$ cat src/rtl/io_port_unit.sv
// Buffered CPU I/O port: output FIFO drained by a valid/ready consumer, one-entry
// input holder filled by a valid/ready producer, with stall generation to the control FSM.
module io_port_unit #(
  parameter int unsigned DATA_WIDTH    = 16,
  parameter int unsigned OUT_DEPTH     = 4,
  parameter bit          STALL_ON_FULL = 1'b1,
  parameter bit          BLOCKING_IN   = 1'b1
) (
  input  logic                         CLK,
  input  logic                         RST,
  input  logic                         cpu_out_wr,
  input  logic [DATA_WIDTH-1:0]        cpu_out_data,
  input  logic                         cpu_in_rd,
  output logic [DATA_WIDTH-1:0]        cpu_in_data,
  output logic                         cpu_stall,
  output logic [DATA_WIDTH-1:0]        out_last,
  output logic [DATA_WIDTH-1:0]        out_data,
  output logic                         out_valid,
  input  logic                         out_ready,
  input  logic [DATA_WIDTH-1:0]        in_data,
  input  logic                         in_valid,
  output logic                         in_ready,
  output logic [$clog2(OUT_DEPTH):0]   out_count,
  output logic                         overflow
);

  localparam int unsigned PTR_W = $clog2(OUT_DEPTH);
  localparam int unsigned CNT_W = PTR_W + 1;

  logic [DATA_WIDTH-1:0] mem [OUT_DEPTH];
  logic [PTR_W-1:0]      wr_ptr;
  logic [PTR_W-1:0]      rd_ptr;
  logic [DATA_WIDTH-1:0] hold_data;
  logic                  hold_valid;

  logic full;
  logic pop;
  logic push;
  logic blocked_wr;
  logic stall_full;
  logic stall_in;
  logic drop;
  logic hold_load;
  logic hold_consume;

  // Handshake and stall decode
  always_comb begin
    full         = (out_count == CNT_W'(OUT_DEPTH));
    out_valid    = (out_count != '0);
    out_data     = mem[rd_ptr];
    pop          = out_valid & out_ready;
    push         = cpu_out_wr & (~full | pop);
    blocked_wr   = cpu_out_wr & full & ~pop;
    stall_full   = STALL_ON_FULL & blocked_wr;
    drop         = ~STALL_ON_FULL & blocked_wr;
    stall_in     = BLOCKING_IN & cpu_in_rd & ~hold_valid;
    cpu_stall    = ~RST & (stall_full | stall_in);
    in_ready     = ~RST & (~hold_valid | cpu_in_rd);
    hold_load    = in_valid & in_ready;
    hold_consume = cpu_in_rd & hold_valid;
    cpu_in_data  = hold_valid ? hold_data : '0;
  end

  // FIFO storage has no reset; validity is tracked by out_count
  always_ff @(posedge CLK) begin
    if (!RST && push) begin
      mem[wr_ptr] <= cpu_out_data;
    end
  end

  always_ff @(posedge CLK) begin
    if (RST) begin
      wr_ptr    <= '0;
      rd_ptr    <= '0;
      out_count <= '0;
      out_last  <= '0;
      overflow  <= 1'b0;
    end else begin
      if (push) begin
        wr_ptr <= wr_ptr + PTR_W'(1);
      end
      if (pop) begin
        rd_ptr <= rd_ptr + PTR_W'(1);
      end
      case ({push, pop})
        2'b10:   out_count <= out_count + CNT_W'(1);
        2'b01:   out_count <= out_count - CNT_W'(1);
        default: out_count <= out_count;
      endcase
      if (cpu_out_wr && !cpu_stall) begin
        out_last <= cpu_out_data;
      end
      if (drop) begin
        overflow <= 1'b1;
      end
    end
  end

  // Input holder: a load in the consume cycle keeps it valid (back-to-back)
  always_ff @(posedge CLK) begin
    if (RST) begin
      hold_data  <= '0;
      hold_valid <= 1'b0;
    end else begin
      if (hold_load) begin
        hold_data  <= in_data;
        hold_valid <= 1'b1;
      end else if (hold_consume) begin
        hold_valid <= 1'b0;
      end
    end
  end

endmodule

$ cat config.mk
export PLATFORM = sky130hd
export DESIGN_NAME = io_port_unit
export DESIGN_NICKNAME = d
export VERILOG_FILES = /design/src/rtl/io_port_unit.sv
export SDC_FILE = /design/constraint.sdc
export NUM_CORES = 1
export LEC_CHECK = 0
export ABC_CLOCK_PERIOD_IN_PS = 6180
export CAP_MARGIN = 25
export CORE_MARGIN = 2
export CORE_UTILIZATION = 55
export DETAILED_ROUTE_END_ITERATION = 12
export PLACE_DENSITY = 0.85
export SLEW_MARGIN = 20
export SYNTH_ARGS = -nofsm -noshare
export SYNTH_HDL_FRONTEND = slang
export SYNTH_SLANG_ARGS = --single-unit
$ cat constraint.sdc
create_clock -name CLK -period 6.18 [get_ports CLK]
set_input_delay 0.618 -clock CLK [delete_from_list [all_inputs] [get_ports CLK]]
set_output_delay 0.618 -clock CLK [all_outputs]
set_load 0.05 [all_outputs]
==> flow_summary.yaml <==
final_layout:
  fin_nets: 430
  final_common_cell: "clkdlybuf4s50_1"
  mostFrequentLayoutCells: "clkdlybuf4s50_1 (91), edfxtp_1 (64), dfxtp_1 (42)"
  areaGrowthSynthToFinish_pct: 26.5
  drive_gt1_frac: 0.168
  post-route-cell-area_sq_um: 5570
  n_antenna_cell: 0
  n_fill_cell: 518
grt:
  grt_start_max_net_pins: 33
  track_usage: 0.189
  antenna_found_initial: 0
  overflow: 0
  first_global_vias: 2550
  grt_pass1_wl_um: 12500
power_and_ir_drop:
  power_leakage_nw: 1.98
  power_frac_comb: 0.228
  pwr-share-clk: 0.253
  totalPowerFinal_mw: 1.56
  p_int_mw: 1.09
  cellPowerDensity_nw_per_um2: 281
  switching_share: 0.304
  max-vdd-ir-drop_mv: 0.116
  power_frac_seq: 0.519
  switchingPower_mw: 0.476
sta:
  timing.final.hold_violations: 0
  fmax_ghz: 0.314
  worstMarginPinSlew_ns: 0.866
  slew_viol_final: 0
  rsz0062_at_grt: "no"
  skew_ns: 0.00757
  finalSetupTns_ns: 0
  period_share: 0.516
  whs_ns: 0.465
  slew_headroom: 0.423
  min_period_ns: 3.19
  setup_viol: 0
place:
  port_buffers: 91
  hpwl_um: 5280
  routabilityCongestion: 0.747
  dpl_cell_area_sq_um: 5340
min_path:
  min_path_type: "flop to flop"
  holdPathStages: 2
  holdPathEnd: "out_last[1]$_SDFFE_PP0P_"
  hp-start: "out_last[1]$_SDFFE_PP0P_"
logic_synthesis:
  ys_seq_area_frac: 0.628
  ys_types: 42
  synth_area_per_cell_sq_um: 14.6
  netlist_instances: 301
  synth_top_cell_by_area: "edfxtp_1"
  yosysWarnings: 0
  synth_fp_nets: 344
  synth-seq-cells: 106
  syn_area_sq_um: 4400
  netlist.area_leader.share: 0.437
  synth.top_cells.by_area: "edfxtp_1 (44%), dfxtp_1 (19%), mux4_2 (8.2%)"
cts:
  cts-hold-fix-buffers: 0
  cts_tree: "yes"
  cts_setup_buffers: 0
  ctsResizeCount: 0
  clkLatencyLatePin_ns: 0.36
  cts_root_buffer: "clkbuf_8"
  htreeDepth: 3
  numCtsBuffers: 9
  clk_pin_slew_ns: 0.10
  clockBufferDepth: 2
  clock-sinks: 106
run_status:
  status: "finished, final reports clean"
worst_setup_path:
  worstSetupPathType: "flop to primary output"
  start_kind: "flop"
  worst_r2r_endpoint: "out_count[2]$_SDFFE_PP0P_"
  reg2reg_from: "out_count[0]$_SDFFE_PP0P_"
  rrSetupSlack_ns: 3.91
  worst_ep_required_time_ns: 5.56
  cp.arrival_ns: 2.57
  endpoint_kind: "primary output"
  ff2ff_path_depth: 6
  path_max_fanout: 9
routing:
  postRouteAntennaNets: 0
  drt_first_iter_violations: 101
  first_pass_iters: 4
  routed_wl_um: 7860
  route.vias.total: 2551
  drt_drc_violations_left: 0
  vias_per_cell: 5.16
  drt-wirelength-per-cell_um: 15.9
die:
  die_x_um: 93.4
  num_rows: 32
  initial_utilization: 0.569
  core_area_sq_um: 7730
  die_area_sq_um: 8730
  io_pins: 93
  die_h_um: 93.4
flow_run:
  maxCapViolCount: 0
layout make-up:
class	count	area, sq um	area share
Clock buffer	9	124	0.0223
Clock inverter	7	60.1	0.0108
Inverter	8	30.0	0.00539
Multi-Input combinational cell	167	1490	0.267
Sequential cell	106	2760	0.496
Tap cell	102	128	0.0229
Timing Repair Buffer	95	976	0.175
worst max-delay path by stage:
stage	from	to	slack [ns]	cells past startpoint
2_1_floorplan	out_count[0]$_SDFFE_PP0P_	out_count[2]$_SDFFE_PP0P_	3.37	7
3_3_place_gp	flop	out_data[9]	3.15	2
3_5_place_dp	RST	in_ready	3.13	4
4_1_cts	flop	out_data[0]	2.91	3
5_1_grt	flop	out_data[0]	2.81	3
6_report	flop	out_data[0]	2.99	3
cell usage after synthesis:
library cell and instances:
a21oi_1 2, and2_2 6, o21ai_0 2, mux2_4 10
or4b_2 1, mux2i_1 16, mux4_2 16, or3b_2 1
conb_1 1, nor2b_4 1, and2_1 14, edfxtp_1 64
o31ai_1 2, o311ai_0 1, a31oi_1 1, xor2_1 4
nand2_1 32, or3_1 2, buf_2 6, fa_1 1
buf_6 2, and2b_2 1, o31a_1 1, nand3b_1 2
inv_1 8, nand3_1 4, buf_4 2, dfxtp_1 42
nor2b_1 16, o2111ai_1 2, clkbuf_1 9, a221oi_1 1
nor3_4 1, nor4b_4 1, or2_2 2, buf_12 1
or3b_1 1, a41oi_1 1, ha_1 4, nor3_1 1
nor2_1 10, mux2_2 6
per-layer routing:
metal | up-vias | part of all wire | GRT usage
met5 | - | 0 | 0
met4 | 0 | 0.012 | 0.0551
met3 | 7 | 0.072 | 0.0653
met2 | 81 | 0.47 | 0.303
met1 | 1218 | 0.44 | 0.246
li1 | 1245 | - | -
metrics by stage:
step	setup slack (ns)	std cells	util
global route	2.81	494	0.720
detailed placement	3.13	476	0.691
floorplan	3.37	301	-
global placement	3.15	475	0.689
finish	2.99	494	0.720
CTS	2.91	492	0.715
power groups by stage:
stage	Clock, mW	Sequential, mW	Combinational, mW
after floorplan	0	0.843	0.224
after global placement	0	0.833	0.340
after detailed placement	0	0.829	0.355
after CTS	0.404	0.814	0.356
after global routing	0.435	0.819	0.376
final	0.396	0.812	0.356
logic make-up (layout without fill, tap and decap cells):
group	after synthesis	after routing	share of synthesized area
flip-flops	106	106	0.628
AND/OR/NAND/NOR	96	96	0.124
multiplexers	48	48	0.168
buffers and inverters	28	119	0.0344
AO/OA/AOI/OAI	13	13	0.0213
adder cells (fa/ha/maj)	5	5	0.0159
XOR/XNOR	4	4	0.00796
other	1	1	0.000852
registers in the layout, indices dropped and copies added, names as in the netlist, named ones only:
| register | cells |
|---|---|
| out_last | 16 |
| hold_data | 16 |
| rd_ptr | 2 |
| out_count | 3 |
| wr_ptr | 2 |
| mem | 64 |
| hold_valid | 1 |
worst max-delay path: stages, from the launching register on:
cell and delay (ns):
dfxtp_1 0.74, buf_8 0.23, mux4_2 0.52, clkdlybuf4s50_1 0.72
Note: power is estimated with default switching activity, not from simulation.
==> RTL edit: new RTL, same settings <==
The parameter `STALL_ON_FULL` goes from 1'b1 to 1'b0.
--- a/src/rtl/io_port_unit.sv
+++ b/src/rtl/io_port_unit.sv
@@ -5,3 +5,3 @@
   parameter int unsigned OUT_DEPTH     = 4,
-  parameter bit          STALL_ON_FULL = 1'b1,
+  parameter bit          STALL_ON_FULL = 1'b0,
   parameter bit          BLOCKING_IN   = 1'b1
Check against the original RTL: not equivalent (a bounded check fails within 10 cycles, from zero or initial values and one cycle with RST high).
==> RTL edit against the original RTL <==
Combinational power shrank 5%; global-route usage grew 4.3 points; worst setup slack lost 0.36 ns; wire length grew 22%; total power grew 6.7%; sequential cell count grew 1; cell area shrank 0.76%; synthesized area shrank 1.6%; critical path type is now in2out; critical endpoint is now cpu_stall.
==> RTL edit: results <==
[global_routing]
grt_max_degree = 48
globalRouteMet2Util_pct = 40.39
grt_first_pass_wirelength_mm = 14.75
grtUsageMet3_pct = 4.231
use_met1_pct = 28.90
track_usage_pct = 23.24

[sta]
relSlewSlack_pct = 36.91
skew_ns = 0.01200
timing.hold.ws_ns = 0.4940
fin_ws_ns = 2.636

[cts]
post_cts_resized = 0
post-cts-setup-buffers = 0
h-tree-depth = 3
cts_root_buffer = "clkbuf_8"
clock_latency_ns = 0.37

[power]
switching_power_w = 0.0004610
leakage_nw = 1.919
p_per_area_nw_per_um2 = 302.3
p_clk_share_pct = 30.7
vdd_drop_max_uv = 134.6
seqPwrFrac_pct = 49.0

[worst_hold_path]
hp-start = "out_last[11]"
hp-class = "reg2reg"

[cells_and_area]
num-nets-final = 425
drive_above_1_share_pct = 14.99
seq_area_um2 = 2783
diodes = 0
fillers = 504

[logic_synthesis]
synth.net_count = 344
ys_seq_area_share_pct = 64.28
synthCells = 301
synth.distinct_cells = 38
synth_area_leaders = "edfxtp_1 44%, dfxtp_1 20%, mux4_2 8.3%, mux2_4 3.5%, nor2b_1 2.3%"
synthTopCellsByCount = "64 x edfxtp_1, 43 x dfxtp_1, 19 x a21oi_1, 19 x nand3_1, 18 x o21ai_0"

[setup_path]
slowest_stage = "clkdlybuf4s50_1"
cpPeakStageDelay_ns = 0.87
rr_startpoint = "out_count[2]"
cp.arrival_ns = 2.93
cp_top_family = "buffers and inverters"
reg2reg_slack_ns = 3.92
path_max_fanout = 17

[detailed_routing]
drt_iter0_drc = 263
vias = 2781
wirelength_mm = 9.599
top_layer = "met4"
wire_per_inst_um = 19.63
wl_met2_mm = 5.055
wl_met1_mm = 3.760
met3_length_um = 636

[placed_design]
place_area_um2 = 5276
dp_hpwl_mm = 6.468
dpl.cell_count = 473
place_ws_ns = 2.373
gp_congestion = 0.7507
numPortBuffers = 92

[outcome]
status = "completed"
[RTL edit: worst min-delay path, stage by stage, from the launching register on]
cell and delay (ns):
dfxtp_1 0.32, o21ai_0 0.07, a21oi_1 0.06
[RTL edit: path summary, 6_finish.rpt]
kind | cells past startpoint | end
max | 4 | cpu_stall
min reg2reg | 2 | out_last[11]
min | 2 | out_last[11]
max reg2reg | 3 | mem[0][3]
[RTL edit: area by class of cell]
| type | count | area share [%] |
|---|---|---|
| flip-flops and latches | 107 | 50.37 |
| multi-input cells | 164 | 25.28 |
| clock buffers | 10 | 2.492 |
| repair buffers | 93 | 17.08 |
| clock inverters | 6 | 1.993 |
| inverters | 7 | 0.4757 |
| well taps | 102 | 2.310 |
[RTL edit: kinds of logic after synthesis]
kind of cell | after synthesis | share of synthesized area, %
buf+inv | 30 | 3.468
compound gates | 46 | 5.925
simple gates | 77 | 10.55
fa+ha+maj | 5 | 1.619
flops | 107 | 64.28
mux | 32 | 13.35
xor+xnor | 4 | 0.8092
